<file path="config.mk">
export PLATFORM = sky130hd
export DESIGN_NAME = imem_loader_flat
export DESIGN_NICKNAME = d
export VERILOG_FILES = /design/src/rtl/imem_loader_pkg.sv /design/src/rtl/imem_loader_if.sv /design/src/rtl/imem_loader_byte_assembler.sv /design/src/rtl/imem_loader.sv /design/src/flat_wrapper.sv
export SDC_FILE = /design/constraint.sdc
export NUM_CORES = 1
export LEC_CHECK = 0
export CAP_MARGIN = 10
export CORE_UTILIZATION = 40
export DETAILED_ROUTE_END_ITERATION = 6
export MAX_ROUTING_LAYER = met4
export PLACE_DENSITY_LB_ADDON = 0.1
export SLEW_MARGIN = 15
export SYNTH_ARGS = -nofsm -noshare
export SYNTH_HDL_FRONTEND = slang
export SYNTH_SLANG_ARGS = --single-unit
</file>
<file path="constraint.sdc">
create_clock -name clk -period 2.49 [get_ports clk]
set_input_delay 0.498 -clock clk [delete_from_list [all_inputs] [get_ports clk]]
set_output_delay 0.498 -clock clk [all_outputs]
set_load 0.005 [all_outputs]
</file>
<file path="src/rtl/imem_loader_pkg.sv">
// rtl/imem_loader_pkg.sv - shared states and constants for the instruction memory loader
package loader_pkg;

  typedef enum logic [2:0] {
    IDLE = 3'd0,
    LEN  = 3'd1,
    DATA = 3'd2,
    CSUM = 3'd3,
    DONE = 3'd4,
    ERR  = 3'd5
  } state_t;

  localparam int BYTES_PER_WORD = 4;
  localparam int IMEM_ADDR_W    = 7;
  localparam int MAX_WORDS      = 2 ** IMEM_ADDR_W;

endpackage

</file>
<file path="src/rtl/imem_loader_if.sv">
// rtl/imem_loader_if.sv - host byte stream handshake into the loader
interface imem_loader_if #(
  parameter int BYTE_W = 8
);
  logic              in_valid;
  logic [BYTE_W-1:0] in_data;
  logic              in_ready;

  modport master (output in_valid, output in_data, input in_ready);
  modport slave  (input in_valid, input in_data, output in_ready);
endinterface

</file>
<file path="src/rtl/imem_loader_byte_assembler.sv">
// rtl/imem_loader_byte_assembler.sv - big-endian byte-to-word shift register with word_valid pulse
module byte_assembler
  import loader_pkg::*;
#(
  parameter int BYTE_W = 8,
  parameter int DATA_W = 32
) (
  input  logic              clk,
  input  logic              reset,
  input  logic              clr,
  input  logic              shift,
  input  logic [BYTE_W-1:0] byte_in,
  output logic [1:0]        byte_cnt,
  output logic              word_valid,
  output logic [DATA_W-1:0] word
);

  localparam logic [1:0] LAST_BYTE = 2'(BYTES_PER_WORD - 1);

  always_ff @(posedge clk) begin
    if (!reset) begin
      byte_cnt   <= '0;
      word_valid <= 1'b0;
      word       <= '0;
    end else if (clr) begin
      byte_cnt   <= '0;
      word_valid <= 1'b0;
    end else begin
      // Pulse lands one cycle after the 4th byte, while the word is still intact
      word_valid <= shift && (byte_cnt == LAST_BYTE);
      if (shift) begin
        word     <= {word[DATA_W-BYTE_W-1:0], byte_in};
        byte_cnt <= byte_cnt + 2'd1;
      end
    end
  end

endmodule

</file>
<file path="src/rtl/imem_loader.sv">
// rtl/imem_loader.sv - streams a program into instruction memory while holding the CPU in reset
// Optional trailing XOR checksum check enabled by IMEM_LOADER_CSUM_EN.
module imem_loader
  import loader_pkg::*;
#(
  parameter int ADDR_W = 7,
  parameter int DATA_W = 32,
  parameter int BYTE_W = 8
) (
  input  logic              clk,
  input  logic              reset,
  input  logic              start,
  imem_loader_if.slave      in_if,
  output logic              imem_we,
  output logic [ADDR_W-1:0] imem_waddr,
  output logic [DATA_W-1:0] imem_wdata,
  output logic              cpu_hold,
  output logic              done,
  output logic              err
);

  localparam int WCNT_W = ADDR_W + 1;
  localparam logic [1:0] LAST_BYTE = 2'(BYTES_PER_WORD - 1);

  state_t            state, next_state;
  logic [WCNT_W-1:0] word_cnt, n_words;
  logic              ready_q;
  logic              accept, data_acc, clr, last_word, last_byte, len_bad;
  logic [1:0]        byte_cnt;
  logic              word_valid;
  logic [DATA_W-1:0] word;

  assign in_if.in_ready = ready_q;
  assign accept    = in_if.in_valid && ready_q;
  assign data_acc  = accept && (state == DATA);
  assign clr       = start && (state inside {IDLE, DONE, ERR});
  assign last_word = (word_cnt == n_words - WCNT_W'(1));
  // Drop ready for the write cycle of the final word so no stray byte enters DATA
  assign last_byte = data_acc && (byte_cnt == LAST_BYTE) && last_word;
  assign len_bad   = (in_if.in_data == '0) || (int'(in_if.in_data) > (1 << ADDR_W));

  assign imem_we    = word_valid;
  assign imem_waddr = word_cnt[ADDR_W-1:0];
  assign imem_wdata = word;

  byte_assembler #(.BYTE_W(BYTE_W), .DATA_W(DATA_W)) u_asm (
    .clk        (clk),
    .reset      (reset),
    .clr        (clr),
    .shift      (data_acc),
    .byte_in    (in_if.in_data),
    .byte_cnt   (byte_cnt),
    .word_valid (word_valid),
    .word       (word)
  );

`ifdef IMEM_LOADER_CSUM_EN
  logic [BYTE_W-1:0] csum;

  always_ff @(posedge clk) begin
    if (!reset)        csum <= '0;
    else if (clr)      csum <= '0;
    else if (data_acc) csum <= csum ^ in_if.in_data;
  end
`endif

  always_comb begin
    next_state = state;
    case (state)
      IDLE:      if (start) next_state = LEN;
      LEN:       if (accept) next_state = len_bad ? ERR : DATA;
      DATA: begin
        if (word_valid && last_word) begin
`ifdef IMEM_LOADER_CSUM_EN
          next_state = CSUM;
`else
          next_state = DONE;
`endif
        end
      end
`ifdef IMEM_LOADER_CSUM_EN
      CSUM:      if (accept) next_state = (in_if.in_data == csum) ? DONE : ERR;
`endif
      DONE, ERR: if (start) next_state = LEN;
      default:   next_state = IDLE;
    endcase
  end

  always_ff @(posedge clk) begin
    if (!reset) begin
      state    <= IDLE;
      ready_q  <= 1'b0;
      cpu_hold <= 1'b0;
      done     <= 1'b0;
      err      <= 1'b0;
      word_cnt <= '0;
      n_words  <= '0;
    end else begin
      state    <= next_state;
      ready_q  <= (next_state inside {LEN, DATA, CSUM}) && !last_byte;
      cpu_hold <= next_state inside {LEN, DATA, CSUM, ERR};
      done     <= (next_state == DONE);
      err      <= (next_state == ERR);
      if (clr)             word_cnt <= '0;
      else if (word_valid) word_cnt <= word_cnt + WCNT_W'(1);
      if (state == LEN && accept) n_words <= WCNT_W'(in_if.in_data);
    end
  end

endmodule

</file>
<file path="src/flat_wrapper.sv">
// flat-port wrapper written by rule: the top's interface ports become plain ports
module imem_loader_flat import loader_pkg::*;
#(
  parameter int ADDR_W = 7,
  parameter int DATA_W = 32,
  parameter int BYTE_W = 8
)
  (clk, reset, start, imem_we, imem_waddr, imem_wdata, cpu_hold, done, err, in_if_in_valid, in_if_in_data, in_if_in_ready);
  imem_loader_if #(.BYTE_W(BYTE_W)) in_if_i ();
  input  logic clk;
  input  logic reset;
  input  logic start;
  output logic imem_we;
  output logic [ADDR_W-1:0] imem_waddr;
  output logic [DATA_W-1:0] imem_wdata;
  output logic cpu_hold;
  output logic done;
  output logic err;
  input wire logic [$bits(in_if_i.in_valid)-1:0] in_if_in_valid;
  input wire logic [$bits(in_if_i.in_data)-1:0] in_if_in_data;
  output wire logic [$bits(in_if_i.in_ready)-1:0] in_if_in_ready;
  assign in_if_i.in_valid = in_if_in_valid;
  assign in_if_i.in_data = in_if_in_data;
  assign in_if_in_ready = in_if_i.in_ready;
  imem_loader #(.ADDR_W(ADDR_W), .DATA_W(DATA_W), .BYTE_W(BYTE_W)) u_core (.clk(clk), .reset(reset), .start(start), .in_if(in_if_i), .imem_we(imem_we), .imem_waddr(imem_waddr), .imem_wdata(imem_wdata), .cpu_hold(cpu_hold), .done(done), .err(err));
endmodule
</file>
-- Yosys cells after proc, flatten, opt, wreduce, memory -nomap -nowiden
Index checks and enable logic that the tools add are counted.
- eq/ne operators: 11
- $add $sub $neg: 3
- order comparisons: 1
- reductions and logical operators: 18
- bitwise gates (word level): 2
- multiplexer cells: 5
- operators with widths (operator ; count):
    $eq 3x3->1 const B ; 4
    $mux 3 ; 4
    $eq 3x2->1 const B ; 3
    $pmux 3 s3 ; 1
    $add 8x1->8 const B ; 1
    $eq 8x8->1 ; 1
    $gt 8x8->1 const B ; 1
    $logic_and 1x1->1 ; 8
    $logic_not 8->1 ; 1
    $sub 8x1->8 const B ; 1
    $eq 3x1->1 const B ; 2
    $reduce_bool 3->1 ; 2
    $reduce_bool 4->1 ; 1
    $logic_not 3->1 ; 1
    $reduce_or 3->1 ; 1
    $add 2x1->2 const B ; 1
    $eq 2x2->1 const B ; 1
    $not 1->1 ; 2
    $reduce_and 2->1 ; 1
    $reduce_or 2->1 ; 1
    $logic_not 1->1 ; 1
    $logic_or 1x1->1 ; 1
- word-level logic and storage cells: 50
- output and inout port bits: 44
- bits in registers: 58
- input port bits: 12

-- Logic depth before layout (Yosys ltp)
- depth after elaboration: 8
- mapped depth: 10

-- Cells and area by module
From an unflattened synthesis, not the netlist that was laid out.
- cells, all modules: 272
- area total of the unflattened synthesis: 2658.8 um^2
- by module, submodules not included (module ; area each (um^2) ; cells an instance ; times used):
    byte_assembler ; 1333.8 ; 124 ; 1
    imem_loader ; 1325.0 ; 148 ; 1

-- Least setup slack after synthesis
OpenSTA, ideal clock, no wires.
- path kind: reg-to-reg
- from: register u_core.n_words[0]
- to: register u_core.ready_q (netlist: u_core.in_if.in_ready)
- required time: 2.374 ns
- path slack: 0.254 ns
- library setup time: 0.116 ns
- arrival: 2.120 ns
- stages on the path, launching flop included: 11
- path buffers: 2
- path through: dfxtp_1 -> clkbuf_1 -> inv_1 -> ha_1 -> buf_2 -> nor2b_1 -> or3_1 -> a31o_1 -> a211oi_2 -> a21boi_1 -> o211a_1
- longest elaborated chain between the ends: 8
- elaborated cells on any way between the ends: 12
- ends and longest elaborated chain (what ; line ; source):
    from (decl) ; imem_loader.sv:26 ; logic [WCNT_W-1:0] word_cnt, n_words;
    from (signal assigned) ; imem_loader.sv:106 ; if (state == LEN && accept) n_words <= WCNT_W'(in_if.in_data);
    $sub 8x1->8 (*) ; imem_loader.sv:37 ; assign last_word = (word_cnt == n_words - WCNT_W'(1));
    $eq 8x8->1 (*) ; imem_loader.sv:37 ;
    $logic_and 1x1->1 ; imem_loader.sv:73 ; if (word_valid && last_word) begin
    $mux 3 ; imem_loader.sv:73 ;
    $pmux 3 s3 ; imem_loader.sv:69 ; case (state)
    $eq 3x1->1 / $eq 3x2->1 (equally long branches) ; imem_loader.sv:100 ; ready_q <= (next_state inside {LEN, DATA, CSUM}) && !last_byte;
    $reduce_bool 3->1 ; imem_loader.sv:100 ;
    $logic_and 1x1->1 (*) ; imem_loader.sv:100 ;
    to (signal assigned) ; imem_loader.sv:100 ;
    to (decl) ; imem_loader.sv:27 ; logic ready_q;
Every way passes the cells marked *; elsewhere a longest branch is shown, timed or not.
A chain may end at the register's enable or synchronous reset.

-- Worst setup path after layout
Ends and elaborated chain as after synthesis.

==> results.yml <==
power:
  max-vdd-ir-drop_uv: 312
  leakagePower_nw: 1.16
  power_density_nw_per_um2: 561
floorplanning:
  coreArea_sq_um: 6060
  row_count: 28
  pin_count: 56
  die_x_um: 82.3
  start_util_pct: 42.6
  die_y_um: 82.3
  die_area_sq_um: 6780
synthesis:
  syn_area_sq_um: 2580
  syn_nets: 322
  seq_area_frac_synth_pct: 45.0
  synth_top_area_cell: "dfxtp_1"
  yosysTopAreaCellShare_pct: 45.0
  synthCells: 307
  ys_ff_latch: 58
  synth_edf_count: 0
  synthFlopType: "dfxtp_1"
  synth.area.top_cells: "dfxtp_1, nand2_1, a21boi_0"
  synthArstFlopShare_pct: 0
  yosys_warnings: 0
  synth_cell_types: 40
  synth.avg_cell_area_sq_um: 8.41
  synth.top_cells.by_count: "nand2_1, dfxtp_1, a21boi_0, nor2_1, clkbuf_1"
  synth.most_common_cell: "nand2_1"
finish:
  drive_gt1_share_pct: 7.20
  utilization_pct: 55.6
  area_growth_pct: 30.6
  diodes: 0
  instances_no_fill: 436
  nets: 371
worst_setup_path:
  critPathLaunchType: "register"
  critPathMaxFanout: 7
  cp.required_ns: 2.71
  cp-end-kind: "register"
  crit_type: "reg2reg"
  cp.arrival_ns: 2.44
timing:
  fin_crit_ns: 2.23
  setup_viol: 0
  fmax_mhz: 449
  clock-skew-final_ns: 0.00505
  fin_setup_tns_ns: 0
  period_share_pct: 89.5
  maxSlewViolCount: 0
  rsz0062_at_grt: "no"
  tightestPinTransition_ns: 0.363
  finalHoldViolCount: 0
  max-slew-margin-rel_pct: 75.8
grt:
  grt_pass1_vias: 1884
  grt_pass1_wl_mm: 9.14
  antenna_found_initial: 0
  track_usage_pct: 18.7
  grt_max_degree: 41
  grt_overflow: 0
place:
  placed_cells: 420
  portBuffers: 55
  dp.final_hpwl_mm: 3.89
  gp_congestion: 0.819
job:
  max_cap_viol_count: 0
cts:
  ctsLongestPathBuffers: 2
  clk_latency_ns: 0.32
  hold_buffers: 0
  post_cts_buffers: 0
  clkSinkCount: 58
  post_cts_resized: 0
  cts-root-buf: "clkbuf_8"
  cts-htree-levels: 3
  cts_tree: "built"
  numCtsBuffers: 9
  clk_pin_slew_worst_paths_ns: 0.07
detailed_routing:
  vias: 2174
  via_per_inst: 4.99
  drtIter0Drc: 105
  drtAntennaViolNets: 0
  drt_wl_total_mm: 5.63
  firstDrtPassIters: 4
  detail_route.wl_per_cell_um: 12.9
  drcViolationCount: 0
worst_hold_path:
  hp-class: "reg2reg"
outcome:
  status: "finished clean"
[critical path: stages (launching register included)]
cell,delay [ns]
dfxtp_1,0.47
inv_1,0.08
ha_1,0.20
nor2b_1,0.12
or3_1,0.34
a31o_1,0.22
a211oi_2,0.28
a21boi_1,0.16
o211a_1,0.24
[worst paths after layout]
check | startpoint | to | slack (ns) | cells past startpoint
setup / recovery | u_core.n_words[0] | u_core.in_if.in_ready | 0.26 | 8
hold / removal | u_core.u_asm.word[29] | u_core.u_asm.word[29] | 0.45 | 2
setup reg to reg | u_core.n_words[0] | u_core.in_if.in_ready | 0.26 | 8
hold reg to reg | u_core.u_asm.word[29] | u_core.u_asm.word[29] | 0.45 | 2
[layout by cell type, fill, tap and decap left out, drive strengths merged, types with 2 or more instances in the layout]
master / n
a211oi: 2
a21boi: 41
a21oi: 3
a2bb2oi: 2
and3: 2
buf: 9
clkbuf: 11
clkdlybuf4s50: 55
clkinv: 4
dfxtp: 58
ha: 3
inv: 2
nand2: 82
nand2b: 3
nand3: 4
nand4: 3
nor2: 16
nor2b: 7
nor3: 5
nor3b: 2
nor4: 2
o21a: 3
o21ai: 10
o21bai: 2
xnor2: 10
xor2: 7
[power breakdown]
group / internal, mW / switching (mW)
Combinational: 0.0560 / 0.0483
Clock: 0.486 / 0.356
Sequential: 0.936 / 0.00907
[cells by family after synthesis]
| kind of cell | after synthesis | share of synthesized area [%] |
|---|---|---|
| flip-flops | 58 | 45.0 |
| AO/OA/AOI/OAI | 69 | 19.3 |
| AND/OR/NAND/NOR | 131 | 22.8 |
| XOR/XNOR | 17 | 5.77 |
| adder cells (fa/ha/maj) | 3 | 1.45 |
| buffers and inverters | 28 | 5.33 |
| multiplexers | 1 | 0.388 |
[sequential cells by signal (all words and copies together), names as in the netlist]
register / count
u_core.u_asm.word: 32
u_core.n_words: 8
u_core.word_cnt: 8
u_core.state: 3
u_core.u_asm.byte_cnt: 2
u_core.cpu_hold: 1
u_core.done: 1
u_core.err: 1
u_core.in_if.in_ready: 1
u_core.u_asm.word_valid: 1
[per-layer routing]
metal  share of wire, %  global-route usage (%)  vias to the layer above  wire length, um
li1                   -                       -                     1116                -
met1                 51                    25.7                      993             2890
met2                 42                    25.3                       52             2350
met3                4.0                    4.18                       13              227
met4                2.8                    9.65                        0              155
met5                  0                       -                        -                0
[stage by stage]
step	total power, mW	setup slack, ns	hold WS (ns)	area [sq um]
detailed placement	1.07	0.162	0.446	3180
global placement	1.07	0.212	0.440	3180
finish	1.89	0.262	0.451	3370
global route	1.97	0.112	0.478	3370
CTS	1.92	0.274	0.455	3370
floorplan	1.02	0.254	0.440	2580
[final cells by class]
class / instances / area [sq um]
clock buffers: 11 / 141
clock inverters: 5 / 53.8
fillers: 579 / 2690
inverters: 2 / 7.51
multi-input cells: 221 / 1280
flip-flops and latches: 58 / 1160
well taps: 75 / 93.8
repair buffers: 64 / 631
(Power assumes the default switching activity.)
